[src/rtl/approx_mult_err_engine.sv]
// approx_mult_err_engine: sweeps every W x W operand pair through an external
// approximate multiplier and accumulates error count, sum/max error distance
// and fixed-point relative error (one restoring-division quotient per pair).
module approx_mult_err_engine #(
    parameter int W       = 4,
    parameter int DUT_LAT = 1,
    parameter int FRAC    = 16
) (
    input  logic                  clk,
    input  logic                  rst_n,
    input  logic                  start,
    input  logic                  abort,
    output logic [W-1:0]          a,
    output logic [W-1:0]          b,
    input  logic [2*W-1:0]        c,
    output logic                  busy,
    output logic                  done,
    output logic                  results_valid,
    output logic [2*W:0]          err_count,
    output logic [4*W:0]          sum_ed,
    output logic [2*W-1:0]        max_ed,
    output logic [4*W+FRAC-1:0]   sum_red,
    output logic [2*W+FRAC-1:0]   mred
);

    localparam int PW   = 2 * W;
    localparam int QW   = PW + FRAC;
    localparam int CMAX = (QW > DUT_LAT) ? QW : DUT_LAT;
    localparam int CW   = $clog2(CMAX + 1);

    typedef enum logic [2:0] {
        S_IDLE, S_SETTLE, S_SAMPLE, S_DIV, S_ACCUM, S_DONE
    } state_t;

    state_t          state;
    logic [PW-1:0]   idx;      // sweep index; a/b are its two halves
    logic [CW-1:0]   cnt;      // settle / divide cycle counter
    logic [PW-1:0]   ed_r;     // error distance of the current pair
    logic [PW-1:0]   div_r;    // exact product, used as divisor
    logic [PW-1:0]   rem;      // restoring-divider partial remainder
    logic [QW-1:0]   num;      // dividend (ed << FRAC), shifted out MSB first
    logic [QW-1:0]   quo;      // quotient bits, shifted in LSB first

    logic [PW-1:0]   exact;
    logic [PW-1:0]   ed_c;
    logic [PW:0]     rem_sh;
    logic            rem_ge;
    logic [PW-1:0]   rem_sub;

    assign a     = idx[PW-1:W];
    assign b     = idx[W-1:0];
    assign exact = {{W{1'b0}}, a} * {{W{1'b0}}, b};
    assign ed_c  = (c >= exact) ? (c - exact) : (exact - c);

    // One restoring step: bring in the next dividend bit, subtract if it fits.
    // The true difference is always below the divisor, so PW bits suffice.
    assign rem_sh  = {rem, num[QW-1]};
    assign rem_ge  = rem_sh[PW] | (rem_sh[PW-1:0] >= div_r);
    assign rem_sub = rem_sh[PW-1:0] - div_r;

    // Mean over all 2^(2W) pairs is a plain shift of the running sum.
    assign mred = sum_red[4*W+FRAC-1:PW];

    // Sweep controller, divider datapath and accumulators.
    always_ff @(posedge clk or negedge rst_n) begin
        if (!rst_n) begin
            state         <= S_IDLE;
            idx           <= '0;
            cnt           <= '0;
            ed_r          <= '0;
            div_r         <= '0;
            rem           <= '0;
            num           <= '0;
            quo           <= '0;
            busy          <= 1'b0;
            done          <= 1'b0;
            results_valid <= 1'b0;
            err_count     <= '0;
            sum_ed        <= '0;
            max_ed        <= '0;
            sum_red       <= '0;
        end else begin
            done <= 1'b0;
            if (abort) begin
                // Accumulators are left as-is so a partial run stays visible.
                state         <= S_IDLE;
                busy          <= 1'b0;
                results_valid <= 1'b0;
            end else begin
                case (state)
                    S_IDLE: begin
                        if (start) begin
                            state         <= S_SETTLE;
                            busy          <= 1'b1;
                            idx           <= '0;
                            cnt           <= '0;
                            results_valid <= 1'b0;
                            err_count     <= '0;
                            sum_ed        <= '0;
                            max_ed        <= '0;
                            sum_red       <= '0;
                        end
                    end
                    S_SETTLE: begin
                        if (cnt == CW'(DUT_LAT - 1)) state <= S_SAMPLE;
                        else                         cnt   <= cnt + CW'(1);
                    end
                    S_SAMPLE: begin
                        ed_r  <= ed_c;
                        div_r <= exact;
                        rem   <= '0;
                        num   <= {ed_c, {FRAC{1'b0}}};
                        quo   <= '0;
                        cnt   <= '0;
                        // Exact hits and zero products contribute q = 0.
                        if (ed_c == '0 || exact == '0) state <= S_ACCUM;
                        else                           state <= S_DIV;
                    end
                    S_DIV: begin
                        rem <= rem_ge ? rem_sub : rem_sh[PW-1:0];
                        quo <= {quo[QW-2:0], rem_ge};
                        num <= {num[QW-2:0], 1'b0};
                        if (cnt == CW'(QW - 1)) state <= S_ACCUM;
                        else                    cnt   <= cnt + CW'(1);
                    end
                    S_ACCUM: begin
                        err_count <= err_count + {{PW{1'b0}}, (ed_r != '0)};
                        sum_ed    <= sum_ed + {{(PW+1){1'b0}}, ed_r};
                        sum_red   <= sum_red + {{PW{1'b0}}, quo};
                        if (ed_r > max_ed) max_ed <= ed_r;
                        if (idx == '1) begin
                            state         <= S_DONE;
                            done          <= 1'b1;
                            results_valid <= 1'b1;
                        end else begin
                            idx   <= idx + PW'(1);
                            cnt   <= '0;
                            state <= S_SETTLE;
                        end
                    end
                    S_DONE: begin
                        state <= S_IDLE;
                        busy  <= 1'b0;
                    end
                    default: begin
                        state <= S_IDLE;
                        busy  <= 1'b0;
                    end
                endcase
            end
        end
    end

endmodule

[config.mk]
export PLATFORM = sky130hd
export DESIGN_NAME = approx_mult_err_engine
export DESIGN_NICKNAME = d
export VERILOG_FILES = /design/src/rtl/approx_mult_err_engine.sv
export SDC_FILE = /design/constraint.sdc
export NUM_CORES = 1
export LEC_CHECK = 0
export ABC_AREA = 0
export BUFFER_PORTS_ARGS = -buffer_cell sky130_fd_sc_hd__buf_2
export CORE_MARGIN = 2
export CORE_UTILIZATION = 45
export DETAILED_ROUTE_END_ITERATION = 16
export GPL_ROUTABILITY_DRIVEN = 0
export PLACE_DENSITY = 0.63
export SLEW_MARGIN = 15
export SYNTH_ARGS = -nofsm -noshare
export SYNTH_HDL_FRONTEND = slang
export SYNTH_SLANG_ARGS = --single-unit
[constraint.sdc]
create_clock -name clk -period 4.81 [get_ports clk]
set_input_delay 0.962 -clock clk [delete_from_list [all_inputs] [get_ports clk]]
set_output_delay 0.962 -clock clk [all_outputs]
set_load 0.02 [all_outputs]
==> impl_metrics.toml <==
[outcome]
status = "completed"

[sta]
finalHoldViolCount = 0
max_slew.worst_pin.slew_ps = 951.0
fin_hold_ws_ps = 470.4
period_share = 0.9913
fin_skew_ps = 9.993
max_freq_mhz = 209.7
slew_headroom = 0.3645
finalWorstSetupSlack_ps = 41.86
drv_slew = 0
finalWorstPathRequiredPeriod_ps = 4768
setup_viol = 0
rsz0062_at_grt = "true"

[critical_path]
rrSetupSlack_ps = 40
r2r_start = "idx[2]$_DFFE_PN0P_"
crit_fanout = 7
r2r_cells = 18
reg2reg_to = "state[0]$_DFFE_PN0P_"
end_kind = "register"
crit_required_ps = 5120
critPathKind = "reg -> reg"
start_kind = "register"
cp.arrival_ps = 5080

[grt]
grt_pass1_vias = 7342
grt_start_max_net_pins = 77
grt_pass1_wl_mm = 36.62
antenna_found_initial = 0
overflow = 0
grt.total_usage = 0.2080

[drt]
ant_nets = 0
drtIter0Drc = 369
dr.pass1.iters = 5
routed_wl_mm = 21.84
wl_per_cell_um = 15.67
vias = 7648
drc = 0
via_per_inst = 5.486

[pwr]
swShare = 0.3009
power_density_nw_per_um2 = 322.4
power_frac_seq = 0.405
p_switching_mw = 1.037
combPwrFrac = 0.199
clockPowerShare = 0.396
leakage_nw = 5.489
intPower_mw = 2.409
peakVddDrop_mv = 0.2746
power.total_mw = 3.445

[clock_tree]
ctsHtreeMaxLevel = 4
insertion_delay_ps = 420
cts.sinks = 141
cts_tree = "done"
cts_buffer_depth = 2
numCtsBuffers = 17
clockRootBuffer = "clkbuf_16"
clk_pin_slew_ps = 60

[die]
die_h_um = 147.1
die_w_um = 147.1
boundaryPins = 113
initial_utilization = 0.4569
coreArea_sq_um = 20170
dieArea_sq_um = 21640
placementRows = 52

[layout]
layout_common_cells = "dfrtp_1, nand2_1, buf_2"
syn2layout_area_growth_pct = 15.97
final_common_cell = "dfrtp_1"
antenna_cells = 0
drive_above_1_share = 0.1913
fin_nets = 1212

[synth]
synth_area_sq_um = 9215
synth_nets = 1114
ys.warnings.count = 0
ys_async_sr_fraction = 1.000
ys.flop_type = "dfrtp_1"
ys_types = 65
ys_ff_latch = 141
synth-edff-count = 0
syn_inst = 1013
ys_seq_area_frac = 0.3829
synth_area_per_cell_sq_um = 9.097

[worst_hold_path]
min_path_type = "reg -> reg"
min_from = "quo[23]$_DFFE_PN0P_"
hold_path_depth = 2
hold_end = "quo[23]$_DFFE_PN0P_"

[place]
dp_slack_ps = -73.87
port_buffers = 112
hpwlAfterDp_mm = 15.63

[flow_run]
maxCapViolations = 0
-- flip-flops by register name (all words and copies together) (netlist names) --
signal and count:
state 3, ed_r 8, max_ed 8, rem 8, sum_ed 17, num 8, err_count 9, sum_red 32
div_r 8, idx 8, done 1, cnt 5, results_valid 1, busy 1, quo 24
-- routing by layer --
metal	part of all wire	GRT usage	vias up
met5	0	0	-
met4	0.020	0.07115	0
met3	0.037	0.03478	32
met2	0.46	0.3381	162
met1	0.48	0.2830	3673
li1	-	-	3781
-- how the worst max path moves through the flow --
stage | cells past startpoint | startpoint | to
floorplan | 18 | idx[2]$_DFFE_PN0P_ | state[0]$_DFFE_PN0P_
global placement | 18 | idx[3]$_DFFE_PN0P_ | state[0]$_DFFE_PN0P_
detailed placement | 18 | idx[3]$_DFFE_PN0P_ | state[0]$_DFFE_PN0P_
CTS | 18 | idx[3]$_DFFE_PN0P_ | state[0]$_DFFE_PN0P_
global route | 18 | idx[2]$_DFFE_PN0P_ | state[0]$_DFFE_PN0P_
finish | 18 | idx[2]$_DFFE_PN0P_ | state[0]$_DFFE_PN0P_
-- cell families after synthesis --
family / Yosys count / synth area share
DFF: 141 / 0.3829
AOI/OAI and AO/OA: 258 / 0.1841
muxes: 15 / 0.01724
xor gates and xnor gates: 54 / 0.05132
and+or+nand+nor: 342 / 0.1766
buffers and inverters: 114 / 0.05960
adders and majority gates: 89 / 0.1282
-- repair_timing --
item                                    4_1_cts  5_1_grt
pin swaps                                     8        4
resized for setup                             2        9
endpoints found under the setup margin        1        4
hold buffers                                  0        0
setup buffers                                 3        2
-- power groups by stage --
stage               combinational [mW]  sequential (mW)  clock [mW]
floorplan                        0.517             1.39           0
CTS                              0.688             1.39        1.39
detailed placement               0.682             1.41           0
global placement                 0.668             1.41           0
global route                     0.783             1.41        1.45
finish                           0.687             1.39        1.36
-- metrics by stage --
stage,std cells,util,cell area (sq um),TNS [ps]
2_1_floorplan,1013,-,9260,0
3_3_place_gp,1357,0.4955,9995,0
3_5_place_dp,1357,0.4955,9995,-73.87
4_1_cts,1392,0.5270,10630,0
5_1_grt,1394,0.5298,10690,-420.5
6_report,1394,0.5298,10690,0
-- layout make-up --
class | instances | area, sq um
clock inverter | 13 | 165.2
inverter | 54 | 202.7
fill | 1887 | 9483
tap | 270 | 337.8
sequential | 141 | 3535
clock buffer | 19 | 442.9
multi-input combinational | 758 | 5234
timing repair buffer | 139 | 769.5
-- Yosys cell counts (14+ instances only) --
cell type / instances / area share
dfrtp_1: 141 / 0.38
nand2_1: 133 / 0.054
ha_1: 80 / 0.11
o21ai_0: 75 / 0.041
nor2_1: 61 / 0.025
a21oi_1: 60 / 0.033
inv_1: 54 / 0.022
nand3_1: 45 / 0.024
a22o_1: 39 / 0.037
xor2_1: 32 / 0.030
clkbuf_1: 28 / 0.011
buf_4: 24 / 0.020
xnor2_1: 22 / 0.021
a21o_1: 20 / 0.016
nand4_1: 16 / 0.011
or3_1: 16 / 0.011
nor3_1: 14 / 0.0076
-- critical path, stage by stage (launching register included) --
cell and delay (ps):
dfrtp_2 380, nand2_2 60, fa_1 550, fa_1 420
buf_4 150, fa_2 390, inv_1 60, a21o_1 110
a21oi_1 70, xor2_1 170, inv_1 90, ha_4 250
and3_4 180, o21a_2 240, or4_1 470, o2111a_2 150
nand3b_4 160, or4_4 480, a211o_1 260
Power figures use the tool's default switching activity.
